**config.mk**
```make
export PLATFORM = sky130hd
export DESIGN_NAME = sdsp_weight_rmw
export DESIGN_NICKNAME = d
export VERILOG_FILES = /design/src/rtl/sdsp_weight_rmw.sv
export SDC_FILE = /design/constraint.sdc
export NUM_CORES = 1
export LEC_CHECK = 0
export CELL_PAD_IN_SITES_DETAIL_PLACEMENT = 1
export CELL_PAD_IN_SITES_GLOBAL_PLACEMENT = 1
export CORE_MARGIN = 4
export CORE_UTILIZATION = 25
export DETAILED_ROUTE_END_ITERATION = 6
export PLACE_DENSITY_LB_ADDON = 0.2
export SLEW_MARGIN = 20
export SYNTH_ARGS = -nofsm -noshare
export SYNTH_HDL_FRONTEND = slang
export SYNTH_SLANG_ARGS = --single-unit
```
**constraint.sdc**
```tcl
create_clock -name CLK -period 6 [get_ports CLK]
set_input_delay 1.2 -clock CLK [delete_from_list [all_inputs] [get_ports CLK]]
set_output_delay 1.2 -clock CLK [all_outputs]
set_load 0.05 [all_outputs]
```
**src/rtl/sdsp_weight_rmw.sv**
```systemverilog
// SDSP weight read-modify-write engine: reads a 32-bit synapse word, nudges one
// 3-bit weight up or down with saturation, and writes the word back only when it changed.
module sdsp_weight_rmw #(
    parameter int ADDR_W = 13
) (
    input  logic              CLK,
    input  logic              RST,
    input  logic              REQ_VALID,
    output logic              REQ_READY,
    input  logic [ADDR_W-1:0] REQ_ADDR,
    input  logic [2:0]        REQ_SLOT,
    input  logic              REQ_V_UP,
    input  logic              REQ_V_DOWN,
    output logic              SRAM_CS,
    output logic              SRAM_WE,
    output logic [ADDR_W-1:0] SRAM_ADDR,
    output logic [31:0]       SRAM_WDATA,
    input  logic [31:0]       SRAM_RDATA,
    output logic              DONE,
    output logic [2:0]        WEIGHT_OUT,
    output logic              UPDATED
);

    // Handshake: a request transfers on a rising edge where REQ_VALID and REQ_READY
    // are both high; REQ_READY is high only in IDLE and requests seen while busy are dropped.
    typedef enum logic [1:0] {
        IDLE = 2'd0,
        RD   = 2'd1,
        CAP  = 2'd2,
        WR   = 2'd3
    } state_t;

    state_t state;
    state_t state_nxt;

    logic [2:0]        slot_q;
    logic              v_up_q;
    logic              v_down_q;

    logic [3:0]        syn;
    logic [2:0]        w_cur;
    logic [2:0]        w_new;
    logic              changed;
    logic [31:0]       word_new;

    logic              latch_en;
    logic              cs_d;
    logic              we_d;
    logic [ADDR_W-1:0] addr_d;
    logic [31:0]       wdata_d;
    logic              done_d;
    logic [2:0]        weight_d;
    logic              updated_d;

    assign REQ_READY = (state == IDLE);

    always_ff @(posedge CLK or posedge RST) begin
        if (RST) begin
            state <= IDLE;
        end else begin
            state <= state_nxt;
        end
    end

    always_comb begin
        state_nxt = state;
        case (state)
            IDLE:    if (REQ_VALID) state_nxt = RD;
            RD:      state_nxt = CAP;
            CAP:     state_nxt = WR;
            WR:      state_nxt = IDLE;
            default: state_nxt = IDLE;
        endcase
    end

    // Weight update on the word being returned this cycle; only used while in CAP.
    always_comb begin
        syn      = SRAM_RDATA[{slot_q, 2'b00} +: 4];
        w_cur    = syn[2:0];
        w_new    = w_cur;
        if (syn[3] && v_up_q && !v_down_q && (w_cur != 3'd7)) begin
            w_new = w_cur + 3'd1;
        end else if (syn[3] && v_down_q && !v_up_q && (w_cur != 3'd0)) begin
            w_new = w_cur - 3'd1;
        end
        changed  = (w_new != w_cur);
        word_new = SRAM_RDATA;
        word_new[{slot_q, 2'b00} +: 3] = w_new;
    end

    always_comb begin
        latch_en  = 1'b0;
        cs_d      = 1'b0;
        we_d      = 1'b0;
        addr_d    = SRAM_ADDR;
        wdata_d   = SRAM_WDATA;
        done_d    = 1'b0;
        weight_d  = WEIGHT_OUT;
        updated_d = UPDATED;
        case (state)
            IDLE: begin
                if (REQ_VALID) begin
                    latch_en = 1'b1;
                    cs_d     = 1'b1;
                    addr_d   = REQ_ADDR;
                end
            end
            CAP: begin
                done_d    = 1'b1;
                weight_d  = w_new;
                updated_d = changed;
                if (changed) begin
                    cs_d    = 1'b1;
                    we_d    = 1'b1;
                    wdata_d = word_new;
                end
            end
            default: begin
            end
        endcase
    end

    always_ff @(posedge CLK or posedge RST) begin
        if (RST) begin
            slot_q     <= 3'd0;
            v_up_q     <= 1'b0;
            v_down_q   <= 1'b0;
            SRAM_CS    <= 1'b0;
            SRAM_WE    <= 1'b0;
            SRAM_ADDR  <= '0;
            SRAM_WDATA <= 32'd0;
            DONE       <= 1'b0;
            WEIGHT_OUT <= 3'd0;
            UPDATED    <= 1'b0;
        end else begin
            if (latch_en) begin
                slot_q   <= REQ_SLOT;
                v_up_q   <= REQ_V_UP;
                v_down_q <= REQ_V_DOWN;
            end
            SRAM_CS    <= cs_d;
            SRAM_WE    <= we_d;
            SRAM_ADDR  <= addr_d;
            SRAM_WDATA <= wdata_d;
            DONE       <= done_d;
            WEIGHT_OUT <= weight_d;
            UPDATED    <= updated_d;
        end
    end

endmodule

```
## Yosys cells after proc, flatten, opt, wreduce, memory -nomap -nowiden

Index checks and enable logic that the tools add are counted.

| cells by class | value |
|---|---|
| add/subtract/negate cells | 3 |
| equal/unequal tests | 6 |
| shift-type cells | 3 |
| multiplexer cells | 11 |
| reductions and logical operators | 12 |

Operators with widths:

| cell | count |
|---|---|
| 32-bit bitwise mux | 1 |
| 3-bit by 7-bit variable shift with 32-bit output, first input constant | 1 |
| 3-bit by 7-bit indexed part select with 32-bit output | 1 |
| 32-bit by 6-bit indexed part select with 4-bit output | 1 |
| 2-bit case mux with 4 select lines | 1 |
| 5-bit negation with 7-bit output | 1 |
| 1-bit logical AND | 6 |
| 3-bit two-way mux | 2 |
| 1-bit two-way mux | 5 |
| 2-bit equality test, second input constant | 2 |
| 2-bit AND reduction | 2 |
| 3-bit by 1-bit adder with 3-bit output, second input constant | 1 |
| 3-bit inequality test | 1 |
| 3-bit inequality test, second input constant | 1 |
| 3-bit nonzero test | 1 |
| 3-bit by 1-bit subtractor with 3-bit output, second input constant | 1 |
| 2-bit by 1-bit equality test with 1-bit output, second input constant | 1 |
| 1-bit logical NOT | 2 |
| 2-bit logical NOT | 1 |
| 2-bit two-way mux | 1 |
| 2-bit inequality test, second input constant | 1 |
| 1-bit case mux with 2 select lines | 1 |

| word-level totals | value |
|---|---|
| register bits | 59 |
| output and inout port bits | 53 |
| word-level logic and storage cells | 46 |

## Logic depth before layout (Yosys ltp)

Gate-level depths: netlist of run 1.

| logic depth | value |
|---|---|
| depth in word-level cells | 9 |
| gate-level depth with buffers | 15 |
| depth with buffers taken out | 11 |

## Worst setup path after synthesis of run 1

No wires, ideal clock.

| path | value |
|---|---|
| path type | input to register |
| start | in SRAM_RDATA[12] |
| end | reg SRAM_WDATA[24] |
| data arrival time | 3724 ps |
| slack | 2157 ps |
| stages on the path | 13 |
| path buffers | 2 |
| cell sequence | mux4_2 -> mux2i_2 -> inv_1 -> ha_1 -> ha_1 -> nor3b_2 -> nor2_1 -> or3_1 -> buf_6 -> inv_2 -> buf_6 -> o211ai_1 -> o21a_1 |

| between the ends | value |
|---|---|
| cells in the longest elaborated chain, start to end | 7 |
| elaborated cells on any way between the ends | 13 |

Ends and longest elaborated chain:

| what | line | RTL |
|---|---|---|
| start: declaration | 18 | `input logic [31:0] SRAM_RDATA,` |
| 32-bit by 6-bit indexed part select with 4-bit output (*) | 78 | `syn = SRAM_RDATA[{slot_q, 2'b00} +: 4];` |
| parallel branches: the longest is 6 deep, another holds 3-bit by 1-bit subtractor with 3-bit output | -- |  |
| end signal: assignment | 144 | `SRAM_WDATA <= wdata_d;` |
| end: declaration | 17 | `output logic [31:0] SRAM_WDATA,` |

Mark *: on every way between the ends.
A chain may end at the register's enable or synchronous reset.

## Worst setup path after layout of run 1

| path | value |
|---|---|
| start | in SRAM_RDATA[28] |
| end | reg SRAM_WDATA[8] |

Same word-level chain as after synthesis.

==> results of run 1 <==
final cells by class:
class                      count  area, sq um  area share
clock buffer                   9          225      0.0495
clock inverter                 7          124      0.0272
inverter                      18         67.6      0.0149
multi-input combinational    196         1410       0.309
sequential                    59         1480       0.325
tap                          147          184      0.0404
timing repair buffer         107         1070       0.234
power breakdown:
part / switching, mW / internal [mW] / leakage [nW]
combinational: 1.18 / 0.671 / 1.03
clock: 0.203 / 0.408 / 0.166
sequential: 0.149 / 0.590 / 0.714
total: 1.53 / 1.67 / 1.91
metal layers:
metal / part of all wire / vias to the layer above
li1: - / 1219
met1: 0.44 / 1313
met2: 0.45 / 103
met3: 0.093 / 12
met4: 0.015 / 0
met5: 0 / -
layout by cell type, fill, tap and decap left out, types with 3 or more instances in the layout:
master / n
a21oi_1: 10
a221oi_1: 4
a32oi_1: 6
bufinv_16: 3
clkbuf_16: 9
clkdlybuf4s50_1: 105
dfrtp_1: 59
ha_1: 11
inv_1: 15
mux2_2: 19
mux2i_1: 4
mux4_2: 8
nand2_1: 49
nand3_1: 13
nand3b_1: 4
nor2_1: 26
o211ai_1: 8
o21ai_0: 9
or3_1: 3
cell families (layout without fill, tap and decap cells):
logic type,count (synthesis),after routing,share of synthesized area
compound gates,48,48,0.107
xor+xnor,1,1,0.00287
fa+ha+maj,11,11,0.0451
buf+inv,31,141,0.0546
flops,59,59,0.484
mux,33,33,0.154
simple gates,103,103,0.152
path summary, 6_finish.rpt:
check / startpoint / endpoint / slack (ps) / depth (start not counted)
worst max-delay path: SRAM_RDATA[28] / SRAM_WDATA[8]$_DFFE_PP0P_ / 1030 / 13
worst min-delay path: SRAM_WDATA[16]$_DFFE_PP0P_ / SRAM_WDATA[16]$_DFFE_PP0P_ / 480 / 2
worst max register to register: slot_q[0]$_DFFE_PP0P_ / SRAM_WDATA[8]$_DFFE_PP0P_ / 1350 / 12
worst min register to register: SRAM_WDATA[16]$_DFFE_PP0P_ / SRAM_WDATA[16]$_DFFE_PP0P_ / 480 / 2
max in group asynchronous: RST / SRAM_WDATA[30]$_DFFE_PP0P_ / 4080 / 3
min in group asynchronous: RST / SRAM_ADDR[11]$_DFFE_PP0P_ / 1410 / 3
state kept, by name, summed over array words and instances, names as in the netlist:
name	count
v_down_q	1
UPDATED	1
DONE	1
slot_q	3
WEIGHT_OUT	3
SRAM_CS	1
SRAM_ADDR	13
v_up_q	1
SRAM_WE	1
state	2
SRAM_WDATA	32
stage by stage:
step / area [sq um] / worst slack, ps / util
after CTS: 4550 / 1010 / 0.380
final: 4550 / 1030 / 0.380
after detailed placement: 4200 / 678 / 0.351
after global routing: 4550 / 712 / 0.380
after floorplan: 3050 / 2160 / -
after global placement: 4200 / 869 / 0.351
worst max-delay path, cell delays in order:
cell	delay, ps
clkdlybuf4s50_1	450
mux4_2	500
mux2i_2	500
inv_1	160
ha_1	240
ha_1	190
nor3b_2	340
nor2_1	130
or3_1	350
buf_4	240
inv_2	530
o211ai_1	190
o21a_1	150
==> metrics, run 1 <==
outcome finished clean; drt first pass iters 4; FMAX 201 MHz; class of the worst hold path flip-flop to flip-flop; Initial Util 0.255; dominant cell type by area after synthesis dfrtp_1; CTS root buffer clkbuf_16; first-pass GRT wire length 16.0 mm; Final Setup Violations 0; synth cell count leaders dfrtp_1 (59), nand2_1 (49), nor2_1 (26); Placer Congestion 0.814; ANT cells 0; Max FO, Critical Path 40; synth top area cells dfrtp_1 (48%), mux2_2 (7.0%), nand2_1 (6.0%), mux4_2 (5.9%), ha_1 (4.5%); via/cell ratio 4.87; register area share after synthesis 0.484; vias in the first global route 2936; via count 2647; layer with the highest usage met2; initial drt markers 111; post-cts sizing count 0; Core Region 12000 sq um; Mapped Cells 286; post-layout min period 4970 ps; chip width 118 microns; CTS tree yes; initial antenna violation count 0; CP required 6220 ps; Die Y 118 microns; Synth-to-Final Area Change 49.2%; RSZ-0062 raised after global routing no; Yosys reg bits 59; fin crit share 0.828; hold-fix buffers at CTS 0; leakage 1.91 nW; Peak VDD IR 0.270 mV; Final Hold Viols 0; CP Launch Type input port; slew at the pin closest to its max-slew limit 925 ps; final slew viol count 0; grt ovf 0; crit path kind input port to flip-flop; Relative slew margins 0.377; GR Util met3 0.0636; MaxCap Viol Count 0; standard-cell rows 40; PortBufs 105; fin nets 455; Unique masters post-synth 40; GRT Util Overall 0.145; clock latency on the worst-skew pair 330 ps; placed wire-length estimate 7.28 mm; most frequent cell after synthesis dfrtp_1; die area 14000 sq um; Routed Antenna Nets 0; Yosys warnings 0; Setup crit end kind flip-flop; htree depth 3; Critical Path AT 5190 ps; Top Ports 106; largest net degree at the start of global routing 60; mean post-synth cell area 10.7 sq um; Bufs on Longest Clock Path 2; met2 GRT Util 0.224; Non-Filler Instances 543; share of cells above drive strength 1 0.131; placed cell count 527; Tot Pwr 3.20 mW; TritonCTS Buffers 9; final setup TNS 0 ps; Clock Sinks 59; Worst-path clk slew 60 ps; hold slack 483 ps; clock skew 8.17 ps; Power per Cell Area 704 nW/um^2; wire per inst 18.3 microns; Detailed Route WL 9.95 mm; syn_nets 350; Synth async-reset ratio 1.00; ys flop type dfrtp_1; area share of the largest cell type after synthesis 0.484; GRT met1 Usage 0.180; Post-Synthesis Cell Area 3050 sq um; number of synthesized flops with an enable pin 0; post-CTS setup buffer count 0; fill count 1347; DRC 0
Power figures use the tool's default switching activity.
==> inputs of run 2 (changes only) <==
==> constraint.sdc (replaced) <==
create_clock -name CLK -period 4.9 [get_ports CLK]
set_input_delay 0.98 -clock CLK [delete_from_list [all_inputs] [get_ports CLK]]
set_output_delay 0.98 -clock CLK [all_outputs]
set_load 0.05 [all_outputs]
==> run 2 against run 1 <==
- critical path depth stayed put
- utilization is 0.063 points higher
- via count is 0.79% lower
- worst setup slack worse by 260 ps
- routed wire length is 0.56% higher
- die area stayed put
- final cell count is 0.55% higher
- register-to-register slack worse by 150 ps
- clock power is 14% higher
- power is 22% higher
- worst hold slack worse by 8.2 ps
- sequential power is 18% higher
- critical path type unchanged
- largest cell class unchanged
==> metrics, run 2 (synthesis gave the netlist of run 1 again) <==
outcome finished clean; Detailed Route WL 10.0 mm; Power per Cell Area 857 nW/um^2; Hold EP SRAM_WDATA[27]$_DFFE_PP0P_; Critical Path AT 4380 ps; chip width 118 microns; commonest cells after routing, fill and taps aside clkdlybuf4s50_1 (105), dfrtp_1 (59), nand2_1 (49); hold-fix buffers at CTS 0; most common cell after layout, fill and taps aside clkdlybuf4s50_1; wire per inst 18.3 microns; ANT cells 0; fin crit share 0.843; crit path kind input port to flip-flop; CP Launch Type input port; Relative slew margins 0.354; reg2reg setup slack 1200 ps; Largest Register SRAM_WDATA; share of cells above drive strength 1 0.138; GRT Util Overall 0.149; FMAX 242 MHz; final slew viol count 0; Worst-path clk slew 50 ps; placed wire-length estimate 7.55 mm; Tot Pwr 3.90 mW; Core Region 12000 sq um; CTS tree yes; clock skew 9.36 ps; drt first pass iters 4; TritonCTS Buffers 9; via/cell ratio 4.81; Post-Place Cell Area 4230 sq um; max reg flops 32; post-CTS setup buffer count 0; Final Setup Violations 0; grt ovf 0; Regs by FF count SRAM_WDATA x32, SRAM_ADDR x13; initial drt markers 89; standard-cell rows 40; Max FO, Critical Path 22; clock latency on the worst-skew pair 330 ps; Bufs on Longest Clock Path 2; Hold Crit Depth 2; Non-Filler Instances 546; MaxCap Viol Count 0; Reg2Reg Depth 13; worst hold start SRAM_WDATA[27]$_DFFE_PP0P_; first-pass GRT wire length 16.3 mm; Placer Congestion 0.844; post-route setup slack 769 ps; Routed Antenna Nets 0; Synth-to-Final Area Change 49.4%; htree depth 3; Reg-to-Reg Start slot_q[0]$_DFFE_PP0P_; CP required 5150 ps; Setup crit end kind flip-flop; Clock Sinks 59; DRC 0; die area 14000 sq um; Peak VDD IR 0.322 mV; Final Hold Viols 0; slew at the pin closest to its max-slew limit 959 ps; Initial Util 0.255; Top Ports 106; via count 2626; post-layout min period 4130 ps; fin nets 459; RSZ-0062 raised after global routing no; PortBufs 105; post-cts sizing count 0; fill count 1327; Die Y 118 microns; vias in the first global route 2952; class of the worst hold path flip-flop to flip-flop; final setup TNS 0 ps; leakage 1.92 nW; placed cell count 531; largest net degree at the start of global routing 34; worst slack at placement 448 ps; worst r2r dst SRAM_WDATA[22]$_DFFE_PP0P_; CTS root buffer clkbuf_16; post-route cell area 4560 sq um; initial antenna violation count 0
## run 2: changes by cell type in the layout (fill, tap and decap cells not counted)
cell	change
clkbuf_8	+2
bufinv_16	-1
clkinv_2	+1
clkinv_4	-1
buf_4	+4
inv_6	-1
clkinvlp_4	-1
## run 2: worst max-delay path by stage
stage                        start                         end  cells after the start  slack (ps)
finish              SRAM_RDATA[13]  SRAM_WDATA[22]$_DFFE_PP0P_                     13         770
global route         SRAM_RDATA[5]  SRAM_WDATA[22]$_DFFE_PP0P_                     13         500
CTS                 SRAM_RDATA[13]  SRAM_WDATA[22]$_DFFE_PP0P_                     13         790
detailed placement  SRAM_RDATA[13]  SRAM_WDATA[22]$_DFFE_PP0P_                     13         450
global placement    SRAM_RDATA[17]  SRAM_WDATA[14]$_DFFE_PP0P_                     13         590
floorplan           SRAM_RDATA[12]  SRAM_WDATA[24]$_DFFE_PP0P_                     13        1280
## run 2: power breakdown
group	switching [mW]	internal (mW)
clock network	0.227	0.470
registers	0.146	0.724
logic	1.50	0.842
total	1.87	2.04
## run 2: cell type report
type	instances	area, sq um	share of cell area
well taps	147	184	0.0404
repair buffers	111	1100	0.241
inverters	18	67.6	0.0148
multi-input cells	196	1410	0.309
clock inverters	4	73.8	0.0162
flip-flops and latches	59	1480	0.324
clock buffers	11	253	0.0555
## run 2: per-layer routing
layer | global-route usage | vias up | wire [microns]
met5 | 0 | - | 0
met4 | 0.0369 | 0 | 135
met3 | 0.0847 | 13 | 1100
met2 | 0.229 | 99 | 4500
met1 | 0.181 | 1284 | 4270
li1 | - | 1230 | -
## run 2: worst max-delay path: stages
cell,delay (ps)
clkdlybuf4s50_1,440
mux4_2,490
mux2i_1,380
inv_1,90
ha_1,220
ha_1,190
nor3b_2,340
nor2_1,130
or3_1,400
inv_2,210
buf_4,290
nor2_1,70
a21oi_1,140
## run 2: stage by stage
step                hold WS [ps]  utilization
floorplan                    473            -
global placement             459        0.354
detailed placement           463        0.354
CTS                          480        0.381
global route                 507        0.381
finish                       475        0.381
==> inputs of run 3 (changes only) <==
==> constraint.sdc (replaced) <==
create_clock -name CLK -period 3.5 [get_ports CLK]
set_input_delay 0.7 -clock CLK [delete_from_list [all_inputs] [get_ports CLK]]
set_output_delay 0.7 -clock CLK [all_outputs]
set_load 0.05 [all_outputs]
==> run 3 against run 2 <==
- final cell count rose by 5.1%
- sequential share of layout area is 2.0 points lower
- power grew 48%
- worst setup slack lost 590 ps
- cell area up 6.7%
- critical endpoint is now SRAM_WDATA[10]$_DFFE_PP0P_
- die area stayed put
- sequential cell count stayed put
- global-route usage is 0.53 points higher
- non-clock buffer count grew 27
- highest routed layer unchanged
- largest cell class unchanged
==> metrics, run 3 (synthesis gave the netlist of run 1 again) <==
CTS tree yes; Regs by FF count SRAM_WDATA x32, SRAM_ADDR x13; Hold Crit Depth 2; Setup crit end kind flip-flop; vias in the first global route 3160; Final Setup Violations 0; hold-fix buffers at CTS 0; grt ovf 0; DRC 0; post-layout min period 3320 ps; fin crit share 0.950; initial antenna violation count 0; Multi-input gate area 1430 sq um; Power per Cell Area 1190 nW/um^2; Placer Congestion 0.786; die area 14000 sq um; fin nets 486; Clock Sinks 59; met1 wire length 4.71 mm; Die Y 118 microns; htree depth 3; Synth-to-Final Area Change 59.5%; Core Region 12000 sq um; CTS root buffer clkbuf_16; WL met3 859 microns; Tot Pwr 5.77 mW; drt first pass iters 4; RSZ-0062 raised after global routing no; clock skew 7.45 ps; FMAX 301 MHz; GRT Util Overall 0.154; fill count 1319; outcome finished clean; Final Util 0.406; CP required 3740 ps; post-cts sizing count 1; class of the worst hold path flip-flop to flip-flop; share of cells above drive strength 1 0.204; Critical Path AT 3570 ps; largest net degree at the start of global routing 33; Routed Antenna Nets 0; max reg flops 32; DR top layer met4; TritonCTS Buffers 9; first-pass GRT wire length 17.2 mm; CP Launch Type input port; Initial Util 0.255; standard-cell rows 40; hold slack 477 ps; metal2 WL 4.74 mm; Top Ports 106; Relative slew margins 0.334; register area 1480 sq um; Peak VDD IR 0.484 mV; Post-Place Cell Area 4500 sq um; Largest Register SRAM_WDATA; chip width 118 microns; MaxCap Viol Count 0; Detailed Route WL 10.4 mm; post-CTS setup buffer count 0; leakage 2.08 nW; initial drt markers 75; clock latency on the worst-skew pair 320 ps; slew at the pin closest to its max-slew limit 989 ps; Reg2Reg Depth 13; ANT cells 0; wire per inst 18.2 microns; Final Hold Viols 0; post-route cell area 4860 sq um; crit path kind input port to flip-flop; Worst-path clk slew 60 ps; most common cell after layout, fill and taps aside clkdlybuf4s50_1; via/cell ratio 4.72; placed wire-length estimate 8.07 mm; via count 2708; Bufs on Longest Clock Path 2; final slew viol count 0; Max FO, Critical Path 12; PortBufs 105; commonest cells after routing, fill and taps aside clkdlybuf4s50_1 (105), dfrtp_1 (59), nand2_1 (49)
run 3: worst paths after layout:
path | from | endpoint | slack [ps]
max | SRAM_RDATA[29] | SRAM_WDATA[10]$_DFFE_PP0P_ | 180
max reg2reg | slot_q[0]$_DFFE_PP0P_ | SRAM_WDATA[10]$_DFFE_PP0P_ | 360
max in group asynchronous | RST | SRAM_WDATA[24]$_DFFE_PP0P_ | 2060
min | SRAM_WDATA[31]$_DFFE_PP0P_ | SRAM_WDATA[31]$_DFFE_PP0P_ | 480
min in group asynchronous | RST | SRAM_ADDR[11]$_DFFE_PP0P_ | 820
min reg2reg | SRAM_WDATA[31]$_DFFE_PP0P_ | SRAM_WDATA[31]$_DFFE_PP0P_ | 480
run 3: power by group:
group	internal [mW]	switching (mW)
combinational	1.38	2.16
clock	0.683	0.324
sequential	1.01	0.214
run 3: final cells by class:
cell class | instances | share of cell area
clock buffer | 13 | 0.0556
clock inverter | 3 | 0.0142
inverter | 18 | 0.0139
multi-input combinational | 196 | 0.295
sequential | 59 | 0.304
tap | 147 | 0.0378
timing repair buffer | 138 | 0.280
run 3: layer usage:
metal / vias up / global-route usage
met2: 93 / 0.247
met5: - / 0
met4: 0 / 0.0500
li1: 1282 / -
met3: 11 / 0.0574
met1: 1322 / 0.194
run 3: critical path, cell delays in order:
cell,delay (ps)
clkdlybuf4s50_1,450
mux4_2,490
mux2i_2,230
inv_1,90
ha_1,210
ha_1,190
nor3b_2,180
nor2_1,90
or3_4,410
inv_2,100
buf_12,130
buf_12,120
nor2_1,40
a21oi_1,120
run 3: per-stage QoR:
| stage | setup slack, ps | instances | setup TNS [ps] |
|---|---|---|---|
| 4_1_cts | 2.05 | 574 | 0 |
| 3_5_place_dp | -344 | 558 | -6310 |
| 2_1_floorplan | 157 | 286 | 0 |
| 3_3_place_gp | -300 | 558 | -4710 |
| 5_1_grt | 16.7 | 574 | 0 |
| 6_report | 176 | 574 | 0 |
